--- config.mk ---
export PLATFORM = sky130hd
export DESIGN_NAME = dmem_arbiter_flat
export DESIGN_NICKNAME = d
export VERILOG_FILES = /design/src/rtl/dmem_arbiter_if.sv /design/src/rtl/dmem_arbiter.sv /design/src/flat_wrapper.sv
export SDC_FILE = /design/constraint.sdc
export NUM_CORES = 1
export LEC_CHECK = 0
export ABC_AREA = 1
export CAP_MARGIN = 20
export CORE_AREA = 2 2 122 124
export DETAILED_ROUTE_END_ITERATION = 7
export DIE_AREA = 0 0 124 126
export HOLD_SLACK_MARGIN = 0.05
export PLACE_DENSITY = 0.77
export SLEW_MARGIN = 20
export SYNTH_ARGS = -nofsm -noshare
export SYNTH_HDL_FRONTEND = slang
export SYNTH_SLANG_ARGS = --single-unit
--- constraint.sdc ---
create_clock -name clk -period 2.14 [get_ports clk]
set_clock_uncertainty 0.15 [all_clocks]
set_input_delay 0.535 -clock clk [delete_from_list [all_inputs] [get_ports clk]]
set_output_delay 0.535 -clock clk [all_outputs]
set_load 0.02 [all_outputs]
--- src/rtl/dmem_arbiter_if.sv ---
// Bundle of signals between the data-memory arbiter, its two requesters
// (core and debug/loader) and the synchronous-read memory behind it.
// The arbiter connects through the slave modport; the master modport is the
// view of the requesters and memory.
interface dmem_arbiter_if #(
    parameter int ADDR_W = 32,
    parameter int DATA_W = 32
);
    localparam int BE_W = DATA_W / 8;

    // Core requester
    logic              c_req;
    logic              c_we;
    logic [ADDR_W-1:0] c_addr;
    logic [DATA_W-1:0] c_wdata;
    logic [BE_W-1:0]   c_be;
    logic              c_gnt;
    logic              c_rvalid;
    logic [DATA_W-1:0] c_rdata;

    // Debug / loader requester
    logic              d_req;
    logic              d_we;
    logic [ADDR_W-1:0] d_addr;
    logic [DATA_W-1:0] d_wdata;
    logic [BE_W-1:0]   d_be;
    logic              d_gnt;
    logic              d_rvalid;
    logic [DATA_W-1:0] d_rdata;

    // Memory side
    logic              mem_en;
    logic              mem_we;
    logic [ADDR_W-1:0] mem_addr;
    logic [DATA_W-1:0] mem_wdata;
    logic [BE_W-1:0]   mem_be;
    logic [DATA_W-1:0] mem_rdata;

    modport slave (
        input  c_req, c_we, c_addr, c_wdata, c_be,
        output c_gnt, c_rvalid, c_rdata,
        input  d_req, d_we, d_addr, d_wdata, d_be,
        output d_gnt, d_rvalid, d_rdata,
        output mem_en, mem_we, mem_addr, mem_wdata, mem_be,
        input  mem_rdata
    );

    modport master (
        output c_req, c_we, c_addr, c_wdata, c_be,
        input  c_gnt, c_rvalid, c_rdata,
        output d_req, d_we, d_addr, d_wdata, d_be,
        input  d_gnt, d_rvalid, d_rdata,
        input  mem_en, mem_we, mem_addr, mem_wdata, mem_be,
        output mem_rdata
    );
endinterface

--- src/rtl/dmem_arbiter.sv ---
// Two-port data-memory arbiter (core + debug/loader) in front of a
// synchronous-read memory. Each access runs IDLE -> ACCESS -> RESP, so one
// access completes every three cycles.
// Build option: define DMEM_ARB_RR_EN for round-robin tie-breaking; when
// undefined the core always wins a tie and no last-winner state is kept.
module dmem_arbiter #(
    parameter int ADDR_W = 32,
    parameter int DATA_W = 32
) (
    input  logic           clk,
    input  logic           rst,
    dmem_arbiter_if.slave  bus
);
    localparam int BE_W = DATA_W / 8;

    typedef enum logic [1:0] {
        IDLE   = 2'd0,
        ACCESS = 2'd1,
        RESP   = 2'd2
    } state_e;

    typedef enum logic {
        PORT_CORE = 1'b0,
        PORT_DBG  = 1'b1
    } port_e;

    state_e            state_q, state_d;
    logic              we_q;
    logic [ADDR_W-1:0] addr_q;
    logic [DATA_W-1:0] wdata_q;
    logic [BE_W-1:0]   be_q;
    port_e             winner_q;

    logic gnt_core, gnt_dbg;
    logic prefer_core;
    logic in_access, in_resp;

`ifdef DMEM_ARB_RR_EN
    port_e last_winner_q;

    // On a tie the core is preferred only if debug was granted last.
    assign prefer_core = (last_winner_q == PORT_DBG);

    // Remember who won the most recent grant; reset favours the core next.
    always_ff @(posedge clk) begin
        if (rst) begin
            last_winner_q <= PORT_DBG;
        end else if (gnt_core) begin
            last_winner_q <= PORT_CORE;
        end else if (gnt_dbg) begin
            last_winner_q <= PORT_DBG;
        end
    end
`else
    assign prefer_core = 1'b1;
`endif

    // Next state and one-hot grant; grants only exist in IDLE.
    always_comb begin
        // NOTE: every output of this block gets a default first so no path
        // leaves a value unassigned, which would infer a latch.
        state_d  = state_q;
        gnt_core = 1'b0;
        gnt_dbg  = 1'b0;
        case (state_q)
            IDLE: begin
                gnt_core = bus.c_req && (!bus.d_req || prefer_core);
                gnt_dbg  = bus.d_req && !gnt_core;
                if (gnt_core || gnt_dbg) begin
                    state_d = ACCESS;
                end
            end
            ACCESS:  state_d = RESP;
            RESP:    state_d = IDLE;
            default: state_d = IDLE;
        endcase
    end

    // State register and capture of the winner's payload at grant time.
    always_ff @(posedge clk) begin
        // NOTE: registers use non-blocking assignments so every flop samples
        // the pre-edge values regardless of statement order.
        if (rst) begin
            // NOTE: the captured payload is reset too, so the memory bus shows
            // zeros rather than stale data after reset.
            state_q  <= IDLE;
            we_q     <= 1'b0;
            addr_q   <= '0;
            wdata_q  <= '0;
            be_q     <= '0;
            winner_q <= PORT_CORE;
        end else begin
            state_q <= state_d;
            if (gnt_core) begin
                we_q     <= bus.c_we;
                addr_q   <= bus.c_addr;
                wdata_q  <= bus.c_wdata;
                be_q     <= bus.c_be;
                winner_q <= PORT_CORE;
            end else if (gnt_dbg) begin
                we_q     <= bus.d_we;
                addr_q   <= bus.d_addr;
                wdata_q  <= bus.d_wdata;
                be_q     <= bus.d_be;
                winner_q <= PORT_DBG;
            end
        end
    end

    // Outputs are masked while rst is high so an aborted access never leaks
    // a memory strobe or a response during the reset cycle.
    assign in_access = (state_q == ACCESS) && !rst;
    assign in_resp   = (state_q == RESP) && !rst;

    assign bus.c_gnt = gnt_core && !rst;
    assign bus.d_gnt = gnt_dbg && !rst;

    assign bus.mem_en    = in_access;
    assign bus.mem_we    = in_access && we_q;
    assign bus.mem_addr  = in_access ? addr_q  : '0;
    assign bus.mem_wdata = in_access ? wdata_q : '0;
    assign bus.mem_be    = in_access ? be_q    : '0;

    assign bus.c_rvalid = in_resp && (winner_q == PORT_CORE);
    assign bus.d_rvalid = in_resp && (winner_q == PORT_DBG);
    assign bus.c_rdata  = bus.c_rvalid ? bus.mem_rdata : '0;
    assign bus.d_rdata  = bus.d_rvalid ? bus.mem_rdata : '0;

endmodule

--- src/flat_wrapper.sv ---
// flat-port wrapper written by rule: the top's interface ports become plain ports
module dmem_arbiter_flat 
#(
    parameter int ADDR_W = 32,
    parameter int DATA_W = 32
)
  (clk, rst, bus_c_req, bus_c_we, bus_c_addr, bus_c_wdata, bus_c_be, bus_c_gnt, bus_c_rvalid, bus_c_rdata, bus_d_req, bus_d_we, bus_d_addr, bus_d_wdata, bus_d_be, bus_d_gnt, bus_d_rvalid, bus_d_rdata, bus_mem_en, bus_mem_we, bus_mem_addr, bus_mem_wdata, bus_mem_be, bus_mem_rdata);
  dmem_arbiter_if #(.ADDR_W(ADDR_W), .DATA_W(DATA_W)) bus_i ();
  input  logic clk;
  input  logic rst;
  input wire logic [$bits(bus_i.c_req)-1:0] bus_c_req;
  input wire logic [$bits(bus_i.c_we)-1:0] bus_c_we;
  input wire logic [$bits(bus_i.c_addr)-1:0] bus_c_addr;
  input wire logic [$bits(bus_i.c_wdata)-1:0] bus_c_wdata;
  input wire logic [$bits(bus_i.c_be)-1:0] bus_c_be;
  output wire logic [$bits(bus_i.c_gnt)-1:0] bus_c_gnt;
  output wire logic [$bits(bus_i.c_rvalid)-1:0] bus_c_rvalid;
  output wire logic [$bits(bus_i.c_rdata)-1:0] bus_c_rdata;
  input wire logic [$bits(bus_i.d_req)-1:0] bus_d_req;
  input wire logic [$bits(bus_i.d_we)-1:0] bus_d_we;
  input wire logic [$bits(bus_i.d_addr)-1:0] bus_d_addr;
  input wire logic [$bits(bus_i.d_wdata)-1:0] bus_d_wdata;
  input wire logic [$bits(bus_i.d_be)-1:0] bus_d_be;
  output wire logic [$bits(bus_i.d_gnt)-1:0] bus_d_gnt;
  output wire logic [$bits(bus_i.d_rvalid)-1:0] bus_d_rvalid;
  output wire logic [$bits(bus_i.d_rdata)-1:0] bus_d_rdata;
  output wire logic [$bits(bus_i.mem_en)-1:0] bus_mem_en;
  output wire logic [$bits(bus_i.mem_we)-1:0] bus_mem_we;
  output wire logic [$bits(bus_i.mem_addr)-1:0] bus_mem_addr;
  output wire logic [$bits(bus_i.mem_wdata)-1:0] bus_mem_wdata;
  output wire logic [$bits(bus_i.mem_be)-1:0] bus_mem_be;
  input wire logic [$bits(bus_i.mem_rdata)-1:0] bus_mem_rdata;
  assign bus_i.c_req = bus_c_req;
  assign bus_i.c_we = bus_c_we;
  assign bus_i.c_addr = bus_c_addr;
  assign bus_i.c_wdata = bus_c_wdata;
  assign bus_i.c_be = bus_c_be;
  assign bus_c_gnt = bus_i.c_gnt;
  assign bus_c_rvalid = bus_i.c_rvalid;
  assign bus_c_rdata = bus_i.c_rdata;
  assign bus_i.d_req = bus_d_req;
  assign bus_i.d_we = bus_d_we;
  assign bus_i.d_addr = bus_d_addr;
  assign bus_i.d_wdata = bus_d_wdata;
  assign bus_i.d_be = bus_d_be;
  assign bus_d_gnt = bus_i.d_gnt;
  assign bus_d_rvalid = bus_i.d_rvalid;
  assign bus_d_rdata = bus_i.d_rdata;
  assign bus_mem_en = bus_i.mem_en;
  assign bus_mem_we = bus_i.mem_we;
  assign bus_mem_addr = bus_i.mem_addr;
  assign bus_mem_wdata = bus_i.mem_wdata;
  assign bus_mem_be = bus_i.mem_be;
  assign bus_i.mem_rdata = bus_mem_rdata;
  dmem_arbiter #(.ADDR_W(ADDR_W), .DATA_W(DATA_W)) u_core (.clk(clk), .rst(rst), .bus(bus_i));
endmodule
==> results.sh <==
export IMPL_seq_area_frac_synth=0.318
export IMPL_clock_path_buffers=2
export IMPL_clk_pin_slew_ns=0.06
export IMPL_synth_cell_type_count=16
export IMPL_hold_depth=2
export IMPL_rsz0062_at_grt="true"
export IMPL_cp_cell_sequence="buf_6 -> nand4_1 -> buf_6 -> clkbuf_16 -> nor2_2 -> buf_4"
export IMPL_syn_to_final_growth_pct=89.9
export IMPL_fillers=1362
export IMPL_dr_max_layer_used="met4"
export IMPL_fmax_mhz=464
export IMPL_post_drt_wl_per_cell_um=14.4
export IMPL_syn_area_sq_um=4530
export IMPL_portBuffers=311
export IMPL_num_io_pins=312
export IMPL_cts_root_buf="clkbuf_16"
export IMPL_synthCells=803
export IMPL_timing_rr_start="u_core.state_q[1]$_SDFFE_PP0P_"
export IMPL_layout_area_seq_sq_um=1450
export IMPL_p_per_area_nw_per_um2=538
export IMPL_crit_path_end_kind="output pin"
export IMPL_violations="setup timing"
export IMPL_antenna_found_initial=3
export IMPL_path_class="reg2out"
export IMPL_clk_latency_ns=0.32
export IMPL_dr_pass1_iters=6
export IMPL_grt_pass1_vias=5367
export IMPL_rows=44
export IMPL_rr_endpoint="u_core.addr_q[6]$_SDFFE_PP0P_"
export IMPL_vias=5953
export IMPL_syn_avg_cell_area_sq_um=5.64
export IMPL_nNetsFinal=1276
export IMPL_wl_met2_mm=9.52
export IMPL_hold_violations=0
export IMPL_cts_tree="done"
export IMPL_leakage_nw=4.40
export IMPL_crit_buf_inv=4
export IMPL_hold_class="reg2reg"
export IMPL_ys_seq_elements=72
export IMPL_post_route_period_util=1.01
export IMPL_holdPathEnd="u_core.winner_q$_SDFFE_PP0P_"
export IMPL_core_region_area_sq_um=14300
export IMPL_slowest_stage="dfxtp_2"
export IMPL_max_vdd_ir_drop_v=0.000385
export IMPL_syn_nets=977
export IMPL_first_iter_violations=177
export IMPL_drc=0
export IMPL_worst_pin_slew_ns=0.765
export IMPL_power_mw=4.63
export IMPL_slew_viol_final=0
export IMPL_ctsHtreeMaxLevel=3
export IMPL_dr_wl_met3_mm=1.47
export IMPL_cp_max_fo=8
export IMPL_final_setup_worst_slack_ns=-0.0146
export IMPL_max_stage_delay_ns=0.35
export IMPL_place_congestion=0.819
export IMPL_drt_total_wl_mm=18.7
export IMPL_grt_max_degree=72
export IMPL_r2r_cells=10
export IMPL_multiInputGateArea_sq_um=2520
export IMPL_cp_data_arrival_time_ns=1.47
export IMPL_crit_family="buffers and inverters"
export IMPL_status="finished with violations"
export IMPL_die_h_um=126
export IMPL_cap_viol_max_count=0
export IMPL_hp_start="u_core.winner_q$_SDFFE_PP0P_"
export IMPL_wl_met1_mm=6.97
export IMPL_final_antenna_net_count=0
export IMPL_hpwl_mm=12.8
export IMPL_crit_required_ns=1.45
export IMPL_r2r_slack_ns=0.20
export IMPL_drive_gt1_frac=0.253
export IMPL_relSlewSlack=0.490
export IMPL_fin_crit_ns=2.15
export IMPL_dieArea_sq_um=15600
export IMPL_path_depth=6
export IMPL_setup_tns_ns=-0.0146
export IMPL_initial_core_util=0.316
export IMPL_die_w_um=124
export IMPL_cts_sinks=72
export IMPL_yosysWarnings=0
export IMPL_finalSetupViolations=1
export IMPL_cp_common_cell="buf_6"
export IMPL_cts_made_buffers=9
export IMPL_grt_pass1_wl_mm=27.3
export IMPL_viasPerCell=4.60
export IMPL_grt_overflow_total=0
export IMPL_startpoint_type="register"
export IMPL_grt_use_total=0.224
## cells in the mapped netlist
| cell type | n | area, sq um |
|---|---|---|
| a21oi_1 | 70 | 350 |
| buf_1 | 4 | 15.0 |
| buf_2 | 36 | 180 |
| buf_4 | 1 | 7.51 |
| buf_6 | 1 | 11.3 |
| clkbuf_1 | 15 | 56.3 |
| dfxtp_1 | 72 | 1440 |
| inv_1 | 178 | 668 |
| inv_2 | 2 | 7.51 |
| nand2_1 | 142 | 533 |
| nand2_2 | 1 | 6.26 |
| nand3_1 | 140 | 701 |
| nand4_1 | 2 | 12.5 |
| nor2_1 | 136 | 510 |
| nor2_2 | 1 | 6.26 |
| nor2_4 | 2 | 22.5 |
## cells in the final DEF, fill, tap and decap left out, drive strengths merged
cell type	synthesis	final
clkinv	0	1
nand2	143	143
dfxtp	72	72
nor2	139	139
diode	0	3
nand3	140	140
buf	42	169
a21oi	70	70
bufinv	0	2
clkdlybuf4s15	0	1
inv	180	180
clkdlybuf4s50	0	170
dlygate4sd2	0	2
bufbuf	0	1
clkinvlp	0	2
nand4	2	2
clkbuf	15	13
## through the flow
step                utilization  cell area, sq um  instances  hold WS (ns)  setup slack [ns]
floorplan                     -              4530        803         0.295           0.00399
global placement          0.547              7820       1261         0.307            -0.467
detailed placement        0.547              7820       1261         0.309            -0.486
CTS                       0.552              7900       1290         0.319           -0.0868
global route              0.601              8600       1294         0.380           -0.0876
finish                    0.601              8600       1294         0.316           -0.0146
## tightest hold or removal path: cells and delay by family (launching register included)
kind	cells	cell delay, ns
flops	1	0.30
buf+inv	1	0.06
compound gates	1	0.06
## layer usage
layer  up-vias  track usage
met5         -            0
met4         0       0.0978
met3        47       0.0507
met2       240        0.402
met1      2659        0.249
li1       3007            -
## worst max path at each step
stage / from / to / slack, ns
6_report: u_core.state_q[1]$_SDFFE_PP0P_ / bus_d_rdata[1] / -0.01
5_1_grt: u_core.state_q[1]$_SDFFE_PP0P_ / bus_d_rdata[1] / -0.09
4_1_cts: rst / bus_mem_be[2] / -0.09
3_5_place_dp: rst / bus_mem_be[2] / -0.49
3_3_place_gp: rst / bus_mem_wdata[23] / -0.47
2_1_floorplan: rst / bus_c_rdata[22] / 0.004
## registers in the layout (all words and copies together) (netlist names)
signal and count:
u_core.addr_q 32, u_core.be_q 4, u_core.state_q 2, u_core.wdata_q 32, u_core.winner_q 1, u_core.we_q 1
## final cells by class
class | instances | share of cell area
antenna | 3 | 0.000873
clock buffer | 11 | 0.0282
clock inverter | 5 | 0.00931
inverter | 180 | 0.0789
multi-input combinational | 494 | 0.293
sequential | 72 | 0.168
tap | 184 | 0.0268
timing repair buffer | 345 | 0.394
## power breakdown
group	switching, mW	internal (mW)
clock network	0.562	1.05
registers	0.0403	1.50
logic	0.793	0.684
## cells by family (layout without fill, tap and decap cells)
group	count (synthesis)	after routing	share of synthesized area
compound gates	70	70	0.0773
buf+inv	237	541	0.209
simple gates	424	424	0.396
other cells	0	3	0
flops	72	72	0.318
## repair_timing
item	4_1_cts	5_1_grt
hold buffers	0	0
buffers inserted	8	0
resized for setup	572	269
cloned	5	2
pin swaps	4	4
endpoints found under the setup margin	138	184
Power figures use the tool's default switching activity.
